[config.mk]
export PLATFORM = sky130hd
export DESIGN_NAME = instr_fetch_queue
export DESIGN_NICKNAME = d
export VERILOG_FILES = /design/src/rtl/instr_fetch_queue.sv
export SDC_FILE = /design/constraint.sdc
export NUM_CORES = 1
export LEC_CHECK = 0
export ABC_AREA = 1
export CAP_MARGIN = 20
export CORE_MARGIN = 8
export CORE_UTILIZATION = 50
export DETAILED_ROUTE_END_ITERATION = 7
export GPL_TIMING_DRIVEN = 0
export PLACE_DENSITY = 0.71
export RECOVER_POWER = 50
export SYNTH_ARGS = -nofsm -noshare
export SYNTH_HDL_FRONTEND = slang
export SYNTH_SLANG_ARGS = --single-unit
[constraint.sdc]
create_clock -name clk -period 7.4 [get_ports clk]
set_input_delay 1.48 -clock clk [delete_from_list [all_inputs] [get_ports clk]]
set_output_delay 1.48 -clock clk [all_outputs]
set_load 0.02 [all_outputs]
[src/rtl/instr_fetch_queue.sv]
// Olivia fetch front end: owns the fetch PC, issues credit-limited word requests and queues {pc, instr} for decode.
// Misaligned-redirect fault handling is built in only when FETCH_ALIGN_CHECK_EN is defined.
module instr_fetch_queue #(
    parameter logic [63:0] RESET_PC = 64'h0,
    parameter int          DEPTH    = 4
) (
    input  logic        clk,
    input  logic        rst,
    output logic        imem_req_valid,
    input  logic        imem_req_ready,
    output logic [63:0] imem_req_addr,
    input  logic        imem_rsp_valid,
    input  logic [31:0] imem_rsp_data,
    output logic        dec_valid,
    input  logic        dec_ready,
    output logic [31:0] dec_instr,
    output logic [63:0] dec_pc,
    input  logic        redirect_valid,
    input  logic [63:0] redirect_pc,
    output logic        fetch_fault
);
    localparam int          PW      = $clog2(DEPTH);
    localparam int          CW      = PW + 1;
    localparam logic [CW:0] DEPTH_C = (CW + 1)'(DEPTH);

    localparam logic [0:0] ST_RUN   = 1'b0;
    localparam logic [0:0] ST_FAULT = 1'b1;

    logic [0:0]    state_q, state_d;
    logic [63:0]   fetch_pc_q, fetch_pc_d;
    logic [CW-1:0] occ_q, occ_d;
    logic [CW-1:0] infl_q, infl_d;
    logic [CW-1:0] drop_q, drop_d;
    logic [PW-1:0] wr_ptr_q, wr_ptr_d;
    logic [PW-1:0] rd_ptr_q, rd_ptr_d;
    logic [PW-1:0] sh_wr_q, sh_wr_d;
    logic [PW-1:0] sh_rd_q, sh_rd_d;

    logic [63:0] q_pc_q    [DEPTH];
    logic [31:0] q_instr_q [DEPTH];
    logic [63:0] sh_pc_q   [DEPTH];

    logic        req_fire_s;
    logic        rsp_acc_s;
    logic        rsp_push_s;
    logic        pop_s;
    logic        head_ok_s;
    logic        redir_fault_s;
    logic [63:0] redir_pc_s;
    logic [CW:0] credit_used_s;

`ifdef FETCH_ALIGN_CHECK_EN
    assign redir_fault_s = (redirect_pc[1:0] != 2'b00);
    assign redir_pc_s    = redirect_pc;
    assign fetch_fault   = !rst && (state_q == ST_FAULT);
`else
    logic unused_align_s;
    assign unused_align_s = ^redirect_pc[1:0];
    assign redir_fault_s  = 1'b0;
    assign redir_pc_s     = {redirect_pc[63:2], 2'b00};
    assign fetch_fault    = 1'b0;
`endif

    // Credits cover buffered entries plus requests still out at memory, so the queue cannot overflow
    assign credit_used_s  = {1'b0, occ_q} + {1'b0, infl_q};
    assign imem_req_valid = !rst && (state_q == ST_RUN) && !redirect_valid && (credit_used_s < DEPTH_C);
    assign imem_req_addr  = fetch_pc_q;
    assign req_fire_s     = imem_req_valid && imem_req_ready;

    assign rsp_acc_s  = imem_rsp_valid && (infl_q != {CW{1'b0}});
    assign rsp_push_s = rsp_acc_s && (drop_q == {CW{1'b0}}) && !redirect_valid;

    assign head_ok_s  = !rst && (occ_q != {CW{1'b0}});
    assign dec_valid  = head_ok_s && !redirect_valid;
    assign pop_s      = dec_valid && dec_ready;
    assign dec_instr  = head_ok_s ? q_instr_q[rd_ptr_q] : 32'h0;
    assign dec_pc     = head_ok_s ? q_pc_q[rd_ptr_q] : 64'h0;

    // Next-state logic for PC, counters, pointers and the fault FSM
    always_comb begin
        state_d    = state_q;
        fetch_pc_d = fetch_pc_q;
        occ_d      = occ_q;
        infl_d     = infl_q;
        drop_d     = drop_q;
        wr_ptr_d   = wr_ptr_q;
        rd_ptr_d   = rd_ptr_q;
        sh_wr_d    = sh_wr_q;
        sh_rd_d    = sh_rd_q;

        if (req_fire_s) begin
            sh_wr_d = sh_wr_q + PW'(1);
        end else begin
            sh_wr_d = sh_wr_q;
        end

        if (rsp_acc_s) begin
            sh_rd_d = sh_rd_q + PW'(1);
        end else begin
            sh_rd_d = sh_rd_q;
        end

        if (rsp_push_s) begin
            wr_ptr_d = wr_ptr_q + PW'(1);
        end else begin
            wr_ptr_d = wr_ptr_q;
        end

        case ({req_fire_s, rsp_acc_s})
            2'b10:   infl_d = infl_q + CW'(1);
            2'b01:   infl_d = infl_q - CW'(1);
            default: infl_d = infl_q;
        endcase

        if (redirect_valid) begin
            // No request can fire here, so every response still outstanding afterwards is stale
            state_d    = redir_fault_s ? ST_FAULT : ST_RUN;
            fetch_pc_d = redir_pc_s;
            occ_d      = {CW{1'b0}};
            rd_ptr_d   = wr_ptr_q;
            drop_d     = infl_d;
        end else begin
            state_d    = state_q;
            fetch_pc_d = req_fire_s ? (fetch_pc_q + 64'd4) : fetch_pc_q;
            rd_ptr_d   = pop_s ? (rd_ptr_q + PW'(1)) : rd_ptr_q;
            case ({rsp_push_s, pop_s})
                2'b10:   occ_d = occ_q + CW'(1);
                2'b01:   occ_d = occ_q - CW'(1);
                default: occ_d = occ_q;
            endcase
            if (rsp_acc_s && (drop_q != {CW{1'b0}})) begin
                drop_d = drop_q - CW'(1);
            end else begin
                drop_d = drop_q;
            end
        end
    end

    // Control state registers
    always_ff @(posedge clk) begin
        if (rst) begin
            state_q    <= ST_RUN;
            fetch_pc_q <= RESET_PC;
            occ_q      <= {CW{1'b0}};
            infl_q     <= {CW{1'b0}};
            drop_q     <= {CW{1'b0}};
            wr_ptr_q   <= {PW{1'b0}};
            rd_ptr_q   <= {PW{1'b0}};
            sh_wr_q    <= {PW{1'b0}};
            sh_rd_q    <= {PW{1'b0}};
        end else begin
            state_q    <= state_d;
            fetch_pc_q <= fetch_pc_d;
            occ_q      <= occ_d;
            infl_q     <= infl_d;
            drop_q     <= drop_d;
            wr_ptr_q   <= wr_ptr_d;
            rd_ptr_q   <= rd_ptr_d;
            sh_wr_q    <= sh_wr_d;
            sh_rd_q    <= sh_rd_d;
        end
    end

    // Payload storage: request PCs shadowed until their word returns, then paired into the queue
    always_ff @(posedge clk) begin
        if (req_fire_s) begin
            sh_pc_q[sh_wr_q] <= fetch_pc_q;
        end
        if (rsp_push_s) begin
            q_pc_q[wr_ptr_q]    <= sh_pc_q[sh_rd_q];
            q_instr_q[wr_ptr_q] <= imem_rsp_data;
        end
    end
endmodule

After elaboration in Yosys (flattened, before gate mapping) --
Memories as Yosys holds them, arrays and structs flattened. A register that Yosys moved wholly into a read port is not among the register bits. Index checks and enable logic that the tools add are counted.
Operators by class: muxes and demuxes 20, multiply operators 0, shift operators 0, eq/ne operators 4, add/subtract/negate cells 11, order comparisons 1, reductions and logical operators 21, div/mod/pow operators 0, bitwise logic cells 0
Operator list (number):
- $mux 64 | 3
- $add 64x3->64 const B | 1
- $mux 32 | 1
- $mux 2 | 8
- $pmux 3 s2 | 2
- $logic_and 1x1->1 | 10
- $reduce_bool 3->1 | 3
- $sub 3x1->3 const B | 3
- $add 2x1->2 const B | 4
- $reduce_bool 2->1 | 4
- $add 3x1->3 const B | 2
- $mux 3 | 2
- $add 3x3->4 | 1
- $eq 2x1->1 const B | 2
- $eq 2x2->1 const B | 2
- $lt 4x3->1 const B | 1
- $mux 1 | 4
- $logic_not 3->1 | 1
- $logic_not 1->1 | 2
- $reduce_or 2->1 | 1
Storage, ports and cells: bits in latches 0, ROM bits 0, register bits 81, memory bits (writable) 640, word-level logic and storage cells 69, memories 3, input bits 102, output and inout bits 163
Memory list:
- q_pc_q | words 4, width 64, read ports 1, clocked after memory_dff 1, wr ports 1, RTL line 39 | logic [63:0] q_pc_q [DEPTH];
- sh_pc_q | words 4, width 64, read ports 1, clocked after memory_dff 1, wr ports 1, RTL line 41 | logic [63:0] sh_pc_q [DEPTH];
- q_instr_q | words 4, width 32, read ports 1, clocked after memory_dff 1, wr ports 1, RTL line 40 | logic [31:0] q_instr_q [DEPTH];

Logic depth before layout (Yosys ltp) --
Gate-level depths: netlist (run 1).
depth after elaboration 8, gate-level depth with buffers 14, depth with buffers taken out 13

Worst setup path after synthesis (run 1) --
OpenSTA, ideal clock, no wires.
path kind input-to-reg, start point input port imem_rsp_valid, end point memory q_instr_q[0][0], enable pin, data arrival time 5828 ps, path buffers 0, data required time 6852 ps, setup slack 1024 ps, library setup time 548 ps, stages on the path 4, cells stage by stage nand2_1 nor3_1 clkinv_1 nor2_1
Between the ends: longest elaborated chain between the ends 5
Ends and longest elaborated chain:
- start: declaration | RTL line 12 | input logic imem_rsp_valid,
- $logic_and 1x1->1 | RTL line 70 | assign rsp_acc_s = imem_rsp_valid && (infl_q != {CW{1'b0}});
- $logic_and 1x1->1 (2 in a row) | RTL line 71 | assign rsp_push_s = rsp_acc_s && (drop_q == {CW{1'b0}}) && !redirect_valid;
- $mux 1 | RTL line 169 | if (rsp_push_s) begin
- $mux 1 (not written as such) | RTL line 171 | q_instr_q[wr_ptr_q] <= imem_rsp_data;
- end: declaration | RTL line 40
No other way between the ends.

Final worst setup path (run 1) --
start point input port rst, end point output port dec_pc[36]
Between the ends: longest elaborated chain between the ends 3
Ends and longest elaborated chain:
- start: declaration | RTL line 8 | input logic rst,
- $logic_not 1->1 | RTL line 73 | assign head_ok_s = !rst && (occ_q != {CW{1'b0}});
- $logic_and 1x1->1 | RTL line 73
- $mux 64 | RTL line 77 | assign dec_pc = head_ok_s ? q_pc_q[rd_ptr_q] : 64'h0;
- end: declaration | RTL line 17 | output logic [63:0] dec_pc,
No other way between the ends.

==> results.rst, run 1 <==
.. list-table::
   :header-rows: 1

   * - Metric
     - Value
   * - Relative slew slack
     - -26.0%
   * - Most common cell after layout, fill and taps aside
     - sky130_fd_sc_hd__nor2_1
   * - Estimated wirelength of the detail-placed design
     - 60100 um
   * - Total of cells resized after clock tree synthesis
     - 0
   * - Largest delay share family, worst path
     - buffers and inverters
   * - Initial Utilization
     - 50.2%
   * - Critical Path Start Type
     - input port
   * - # H-tree levels
     - 3
   * - Layout Cells excl Fill
     - 3919
   * - Layout Nets
     - 3206
   * - I/O Buffers
     - 256
   * - Status
     - complete, but fails checks
   * - First-pass GRT wire length
     - 130000 um
   * - Number of placement rows
     - 89
   * - Number of max-cap violations
     - 2
   * - Setup clock skew after layout
     - 0.0199 ns
   * - Number of endpoints with negative hold slack in the final report
     - 0
   * - Wire length per cell after detailed routing
     - 22.0 um
   * - Unique masters post-synth
     - 36
   * - Number of top-level design ports
     - 265
   * - Placed Instances
     - 3785
   * - Final setup violation count
     - 0
   * - CTS tree
     - done
   * - Area of the mapped netlist
     - 0.0294 mm^2
   * - Number of nets with antenna violations after routing
     - 0
   * - DRT iter0 DRCs
     - 2216
   * - Cell count after synthesis
     - 2730
   * - Most used cells in the layout excluding fill and tap cells
     - 641 x sky130_fd_sc_hd__nor2_1, 624 x sky130_fd_sc_hd__edfxtp_1, 375 x sky130_fd_sc_hd__o21ai_0, 292 x sky130_fd_sc_hd__nand2_1, 223 x sky130_fd_sc_hd__clkdlybuf4s50_1
   * - Post-layout min period
     - 5.95 ns
   * - Portion of synthesized cell area occupied by the leading cell type
     - 63.7%
   * - Number of buffers and inverters on the critical path
     - 5
   * - All-Layer GR Usage
     - 25.2%
   * - Count of flip-flops with a built-in enable after synthesis
     - 624
   * - Number of antenna violations at the first check in global routing
     - 0
   * - Post-synthesis sequential element count
     - 707
   * - Final std cell area, no fill
     - 0.0357 mm^2
   * - Maximum resistive drop on vdd
     - 189 uV
   * - Post-synthesis to final-layout area growth
     - 21.5%
   * - Cell area after placement
     - 0.0335 mm^2
   * - CTS Hold Bufs
     - 0
   * - Top fanout value on the critical path
     - 10
   * - Via count of the first global-routing pass
     - 21750
   * - Maximum count of clock buffers along a single path
     - 3
   * - Max Slew Vio Count
     - 36
   * - Clk sink count
     - 707
   * - Via density per instance
     - 5.59
   * - Final worst path period share
     - 80.4%
   * - Cell with the largest stage delay on the worst path
     - sky130_fd_sc_hd__clkdlybuf4s50_1
   * - Power density over the cells
     - 277 mW/mm^2
   * - Fraction of the yosys area taken by sequential cells
     - 69.4%
   * - Worst Path Required
     - 5.92 ns
   * - Critical-path cell list
     - clkbuf_1 -> a31oi_1 -> inv_2 -> clkbuf_1 -> clkbuf_1 -> a21oi_1 -> clkdlybuf4s50_1
   * - WL final
     - 86100 um
   * - Maximum clock rate
     - 168 MHz
   * - Detailed Routing Iterations Pass 1
     - 5
   * - Area leader, netlist
     - sky130_fd_sc_hd__edfxtp_1
   * - Setup repair after global routing missed its margin
     - false
   * - Violations in the final reports
     - capacitance limit, slew limit
   * - Pin slew with the least headroom to its limit
     - 1.89 ns
   * - Average cell area after synthesis
     - 10.8 um^2
   * - Type of the setup path with the least slack
     - in2out
   * - Worst hold path class
     - reg2reg
   * - Crit. End Element
     - output port
   * - Clock input transition at the sequential cells of the worst setup and hold paths
     - 0.06 ns
   * - Die Outline Area
     - 0.0668 mm^2
   * - Share of flip-flops with an asynchronous set or reset after synthesis
     - 0%
   * - Longest individual stage delay on the worst path
     - 0.68 ns
   * - Worst Path Arrival
     - 4.47 ns
   * - Setup Total Neg Slack
     - 0 ns
   * - Prevailing post-synth register cell
     - sky130_fd_sc_hd__edfxtp_1
   * - Fraction of layout instances using a drive strength above 1
     - 5.47%
   * - Lkg Pwr
     - 12.2 nW
   * - Width of the die
     - 259 um
   * - Total via count in the routed design
     - 21915
   * - Vert. Die Dim
     - 259 um
   * - Worst path most repeated cell
     - sky130_fd_sc_hd__clkbuf_1
   * - Largest cells by area after synthesis
     - sky130_fd_sc_hd__edfxtp_1 64%, sky130_fd_sc_hd__nor2_1 8.2%, sky130_fd_sc_hd__o21ai_0 6.3%
   * - Clock insertion delay at the later pin of the skew report
     - 0.61 ns
   * - Number of fill cells
     - 4666
   * - GP Congestion
     - 0.942
   * - Core area
     - 0.0586 mm^2
   * - Synth Warn #
     - 0
   * - Diode count
     - 0
   * - Largest net degree at the start of global routing
     - 29
   * - Number of buffers inserted during clock tree synthesis
     - 73
   * - Remaining global-route overflow
     - 0
   * - # DRC
     - 0
   * - Buffer type at the clock tree root
     - sky130_fd_sc_hd__clkbuf_16
   * - Setup Buffers After CTS
     - 0
-- per-layer routing --
layer / wire length [um] / up-vias / GRT usage, % / part of all wire [%]
met1: 35500 / 10622 / 34.2 / 41
met3: 6630 / 162 / 3.88 / 7.7
met4: 2830 / 0 / 9.45 / 3.3
met5: 0 / - / 0 / 0
met2: 41200 / 984 / 41.1 / 48
li1: - / 10147 / - / -
-- Yosys cell counts, drive strengths merged, types with 2 or more instances --
cell,instances
nor2,652
a31oi,9
inv,174
edfxtp,624
nand3,70
o22ai,62
nor3,4
a21oi,162
o21ai,393
clkbuf,97
dfxtp,83
ha,15
or2,2
buf,48
nand4,9
xor2,16
xnor2,5
nand2,296
fa,2
clkinv,2
-- report_power, final --
| group | switching, mW | internal, mW |
|---|---|---|
| Combinational | 1.05 | 0.414 |
| Sequential | 0.115 | 4.69 |
| Clock | 1.53 | 2.11 |
| Total | 2.69 | 7.22 |
-- final cells by class --
type	instances	area [um^2]	area share [%]
sequential	707	20400	57.1
multi-input combinational	1706	7760	21.7
timing repair buffer	278	3010	8.42
clock buffer	91	1970	5.50
tap	773	967	2.71
inverter	176	661	1.85
buffer	145	583	1.63
clock inverter	43	399	1.12
-- worst reg2reg max path: cells and delay by family, from the launching register on --
family	cells	cell delay [ns]
DFF	1	0.31
buffers and inverters	5	2.36
adders and majority gates	1	0.16
and+or+nand+nor	3	0.48
-- cells by family (layout without fill, tap and decap cells) --
kind of cell    count (synthesis)  after routing  synth area share, %
xor+xnor                       21             21                0.625
flops                         707            707                 69.4
compound gates                629            629                 11.0
other cells                     1              5               0.0127
simple gates                 1034           1034                 13.8
fa+ha+maj                      17             17                0.774
buf+inv                       321            733                 4.36
-- registers in the layout (all words and copies together), names as in the netlist, named ones only --
| register | flops |
|---|---|
| drop_q | 3 |
| wr_ptr_q | 2 |
| sh_pc_q | 248 |
| q_instr_q | 128 |
| infl_q | 3 |
| sh_rd_q | 2 |
| rd_ptr_q | 2 |
| sh_wr_q | 2 |
| q_pc_q | 248 |
| occ_q | 3 |
| imem_req_addr | 62 |
-- per-stage QoR --
step           total power [mW]  worst slack, ns  util, %  hold slack [ns]
2_1_floorplan              5.70             1.02        -            0.436
3_3_place_gp               6.27            -3.14     56.3            0.455
3_5_place_dp               6.34             1.55     57.2            0.457
4_1_cts                    9.94             1.55     61.2            0.469
5_1_grt                    10.3             1.19     61.0            0.516
6_report                   9.91             1.45     61.0            0.471
-- path summary, 6_finish.rpt --
check | start | endpoint | slack [ns] | cells after the start
min reg2reg | sh_rd_q[1] | sh_rd_q[1] | 0.47 | 2
min | sh_rd_q[1] | sh_rd_q[1] | 0.47 | 2
max | rst | dec_pc[36] | 1.45 | 7
max reg2reg | drop_q[0] | q_pc_q[1][53] | 3.78 | 9
No activity file was read; power rests on OpenSTA's default activity.
==> inputs of run 2 (changes only) <==
clock period = 5.9 ns   (was 7.4 ns; I/O delays follow)
==> results of run 2 <==
The final DEF is identical to that of run 1. Status: complete, but fails checks: capacitance limit, slew limit.
Main changes from that run: setup slack after placement 1.55 ns -> 0.653 ns; setup slack after layout 1.45 ns -> 0.553 ns; register-to-register setup slack 3.78 ns -> 2.28 ns; total power 9.91 mW -> 12.4 mW; worst IR drop on VDD 189 uV -> 237 uV
==> patch 1: new RTL, config.mk and constraints of run 1 <==
Change the parameter `DEPTH` from 4 to 2.
--- a/src/rtl/instr_fetch_queue.sv
+++ b/src/rtl/instr_fetch_queue.sv
@@ -2,7 +2,7 @@
 // Misaligned-redirect fault handling is built in only when FETCH_ALIGN_CHECK_EN is defined.
 module instr_fetch_queue #(
     parameter logic [63:0] RESET_PC = 64'h0,
-    parameter int          DEPTH    = 4
+    parameter int          DEPTH    = 2
 ) (
     input  logic        clk,
     input  logic        rst,
Function: changed (Yosys sat finds a counterexample within 4 cycles, from zero or initial values and one cycle with rst high).
==> patch 1 against run 1 <==
The flow still finishes with violations (capacitance limit, slew limit). Die area decreased by 39%. Global-route usage shrank 2.4 points. Register-to-register slack got worse by 0.17 ns. Clock skew decreased by 0.0033 ns. Area after synthesis decreased by 41%. Sequential cell count is 321 lower. Routed wire length decreased by 45%. Design area decreased by 39%. Worst setup slack improved by 0.13 ns. Total power down 51%. Critical path type unchanged. Critical endpoint is now dec_pc[4].
==> patch 1: results (changes against run 1) <==
Clocking
  – Worst skew pair latency: 0.53 ns (was 0.61 ns)
  – H-Tree Depth: 2 (was 3)
  – Clock buffer count from CTS: 40 (was 73)

Status
  – Violated checks: capacitance limit, slew limit (unchanged)
  – Status: complete, but fails checks (unchanged)

Cells and area
  – Largest regs: q_pc_q x124, sh_pc_q x124, q_instr_q x64 (was q_pc_q x248, sh_pc_q x248, q_instr_q x128)
  – NumNets Final: 2038 (was 3206)

Timing
  – Slew margin rel.: -27.0% (was -26.0%)
  – Setup Skew: 0.0167 ns (was 0.0199 ns)
  – Max Slew Vio Count: 118 (was 36)

Synthesis
  – Sequential-to-total area share from yosys stat: 62.5% (was 69.4%)
  – Leading post-synthesis cells by cell area: edfxtp_1 54%, mux2_2 10%, dfxtp_1 8.5%, nand2_1 8.0%, inv_1 5.0% (was edfxtp_1 64%, nor2_1 8.2%, o21ai_0 6.3%, dfxtp_1 5.6%, nand2_1 3.7%)
  – Unique cell type count in the Yosys netlist: 37 (was 36)

Route
  – Pre-antenna DRT Iters: 6 (was 5)
  – Mean routed wirelength per cell: 19.7 um (was 22.0 um)

Global route
  – Pin count of the biggest net entering global routing: 31 (was 29)
  – GRT Util Overall: 22.8% (was 25.2%)
  – Initial antenna violation count: 1 (was 0)

Setup path
  – Crit path capture: dec_pc[4] (was dec_pc[36])
  – R2R Setup Slk: 3.61 ns (was 3.78 ns)
  – R2r endpoint: q_pc_q[1][32]$_DFFE_PP_ (was q_pc_q[1][53]$_DFFE_PP_)
  – Arr. time, crit path: 4.34 ns (was 4.47 ns)
  – R2R cell count: 8 (was 9)

Job
  – # Max-Cap Violations: 4 (was 2)

Placed design
  – Cell Count Post-Placement: 2344 (was 3785)
  – Worst slack, placed: 1.69 ns (was 1.55 ns)
  – Post-detail-place hpwl: 35.5 mm (was 60.1 mm)
  – Port Buffers: 257 (was 256)

Min path
  – HP Start: sh_rd_q$_SDFFE_PP0P_ (was sh_rd_q[1]$_SDFFE_PP0P_)

Power and ir drop
  – Static leakage: 8.37 nW (was 12.2 nW)
## patch 1: changes by cell type after synthesis, moves of 9 or more
cell,change
buf_1,-11
mux2_2,+156
o21ai_0,-308
a21oi_1,-108
edfxtp_1,-312
ha_1,-11
nand2_1,+81
nand2_2,+11
o22ai_1,-62
nor2_1,-521
clkbuf_1,-77
dfxtp_1,-9
nand3_1,-9
inv_1,+63
## patch 1: cells by family (layout without fill, tap and decap cells)
group | Yosys count | in the layout | share of synthesized area [%]
simple gates | 606 | 606 | 14.7
flops | 386 | 386 | 62.5
buf+inv | 293 | 634 | 6.64
mux | 156 | 156 | 10.1
compound gates | 149 | 149 | 4.49
xor+xnor | 22 | 22 | 1.11
fa+ha+maj | 5 | 5 | 0.404
other cells | 1 | 5 | 0.0216
## patch 1: per-stage QoR
stage               TNS (ns)  cell area (um^2)
global route               0             21900
detailed placement         0             20700
finish                     0             21900
CTS                        0             22000
floorplan                  0             17400
global placement     -504.65             20500
## patch 1: final cells by class
type	count	area, um^2
buffer	58	254
tap	455	569
fill	2769	12500
inverter	235	882
clock buffer	58	1100
multi-input combinational	943	5380
clock inverter	16	136
sequential	386	10900
timing repair buffer	267	2710
## patch 1: power by group
part	switching (mW)	internal [mW]	leakage, nW
logic	0.259	0.210	4.32
registers	0.0678	2.45	3.46
clock network	0.803	1.11	0.595
total	1.13	3.76	8.37
## patch 1: worst max-delay path, cell delays in order
cell,delay (ns)
dlygate4sd3_1,0.58
inv_1,0.20
o21ai_0,0.20
inv_1,0.30
buf_2,0.47
buf_2,0.33
nand2_1,0.11
inv_1,0.07
clkdlybuf4s50_1,0.60
## patch 1: worst min-delay path by stage
stage,slack (ns),cells after the start,to
global route,0.48,1,sh_rd_q$_SDFFE_PP0P_
floorplan,0.43,1,flip-flop
global placement,0.44,1,flip-flop
CTS,0.46,1,sh_rd_q$_SDFFE_PP0P_
detailed placement,0.46,1,sh_rd_q$_SDFFE_PP0P_
finish,0.47,1,sh_rd_q$_SDFFE_PP0P_
## patch 1: metal layers
metal  GRT usage [%]  vias up  part of all wire, %
li1                -     5995                    -
met1            30.0     5908                   44
met2            37.2      456                   46
met3            3.84      105                  6.1
met4            9.35        2                  3.9
met5               0        -                0.017
==> patch 2: new RTL, config.mk and constraints of run 1 <==
Made on the original files. Reset style: asynchronous (`rst`), changed in one clocked block.
--- a/src/rtl/instr_fetch_queue.sv
+++ b/src/rtl/instr_fetch_queue.sv
@@ -137,7 +137,7 @@
     end
 
     // Control state registers
-    always_ff @(posedge clk) begin
+    always_ff @(posedge clk or posedge rst) begin
         if (rst) begin
             state_q    <= ST_RUN;
             fetch_pc_q <= RESET_PC;
Formal check against the unedited RTL: differs if rst is asserted again (counterexample within 4 cycles, from zero or initial values and one cycle with rst high); with rst held inactive, the same outputs for 4 cycles.
==> patch 2 against run 1 <==
The run still ends with capacitance limit, slew limit left. Worst hold slack gained 0.058 ns. Count of clock-buffer cells in the layout decreased by 2. Area after synthesis fell by 0.11%. Routed wire length shrank 3.0%. Via count fell by 2.6%. Die area decreased by 0.11%. Sequential cell count fell by 4. Worst setup slack got worse by 0.46 ns. Maximum frequency fell by 7.2%. Clock skew is 0.0015 ns lower. Design area hardly changed. Largest cell class unchanged.
Power is not compared: it rests on default switching activity, and its combinational part moved more than twofold at a synthesized area within 25%.
==> patch 2: results (changes against run 1) <==
Setup path
  – R2r endpoint: drop_q[2]$_DFFE_PP0P_ (was q_pc_q[1][53]$_DFFE_PP_)
  – R2R cell count: 17 (was 9)
  – Crit Reg-Reg Startpoint: occ_q[2]$_DFFE_PP0P_ (was drop_q[0]$_SDFFE_PP0P_)
  – Crit path capture: dec_pc[37] (was dec_pc[36])

Status
  – Status: complete, but fails checks (unchanged)
  – Violated checks: capacitance limit, slew limit (unchanged)

Placed design
  – Cell Count Post-Placement: 3693 (was 3785)
  – Routability Congestion: 0.973 (was 0.942)
  – Placed Area: 0.0335 mm^2 (about the same)

Cells and area
  – Inverter count: 98 (was 176)
  – Multi-input combinational area share: 21.6% (was 21.7%)
  – Multi-input gates: 1703 (was 1706)
  – Register Area: 0.0207 mm^2 (was 0.0204 mm^2)
  – Layout cell share with drive strength beyond 1: 5.83% (was 5.47%)
  – Signal buf overhead: 10.1% (about the same)
  – Final-layout clock buffer total: 89 (was 91)
  – Seq/total area: 58.0% (was 57.1%)
  – Bufs w/o clock: 416 (was 423)

Timing
  – Max Slew Vio Count: 60 (was 36)
  – Setup Skew: 0.0184 ns (was 0.0199 ns)
  – Final worst setup slack: 0.991 ns (was 1.45 ns)
  – WHS: 0.529 ns (was 0.471 ns)

Synthesis
  – Share of synthesized flip-flops with an asynchronous set or reset: 11.2% (was 0%)
  – Unique cell type count in the Yosys netlist: 34 (was 36)
  – Sequential-to-total area share from yosys stat: 70.5% (was 69.4%)

Global route
  – Met3 GRT Util: 3.68% (was 3.88%)
  – Pin count of the biggest net entering global routing: 66 (was 29)

Job
  – # Max-Cap Violations: 3 (was 2)

Min path
  – Hold EP: infl_q[0]$_DFF_PP0_ (was sh_rd_q[1]$_SDFFE_PP0P_)
  – HP Start: infl_q[0]$_DFF_PP0_ (was sh_rd_q[1]$_SDFFE_PP0P_)

Route
  – Final WL: 83.6 mm (was 86.1 mm)
  – Met1 wire length: 34.2 mm (was 35.5 mm)
  – WL met2: 40.2 mm (was 41.2 mm)
  – Mean routed wirelength per cell: 21.8 um (was 22.0 um)
  – Iteration-0 DRC count of the detailed router: 2044 (was 2216)
  – Pre-antenna DRT Iters: 6 (was 5)
==> patch 2: changes by cell type in the layout (fill, tap and decap cells not counted), moves of 10 or more <==
| cell | delta |
|---|---|
| o21ai_1 | -15 |
| nand4_1 | +10 |
| dfrtp_1 | +79 |
| nor2_1 | -10 |
| inv_1 | -81 |
| a21oi_1 | -65 |
| nand2_1 | +88 |
| o211ai_1 | +11 |
| o21ai_0 | -34 |
| dfxtp_1 | -83 |
==> patch 2: cells by family (layout without fill, tap and decap cells) <==
| group | count (synthesis) | in the layout | synth area share (%) |
|---|---|---|---|
| adders and majority gates | 16 | 16 | 0.733 |
| buffers and inverters | 235 | 646 | 3.28 |
| AOI/OAI and AO/OA | 524 | 524 | 9.37 |
| DFF | 703 | 703 | 70.5 |
| xor gates and xnor gates | 35 | 35 | 1.04 |
| other | 1 | 5 | 0.0128 |
| and+or+nand+nor | 1123 | 1123 | 15.1 |
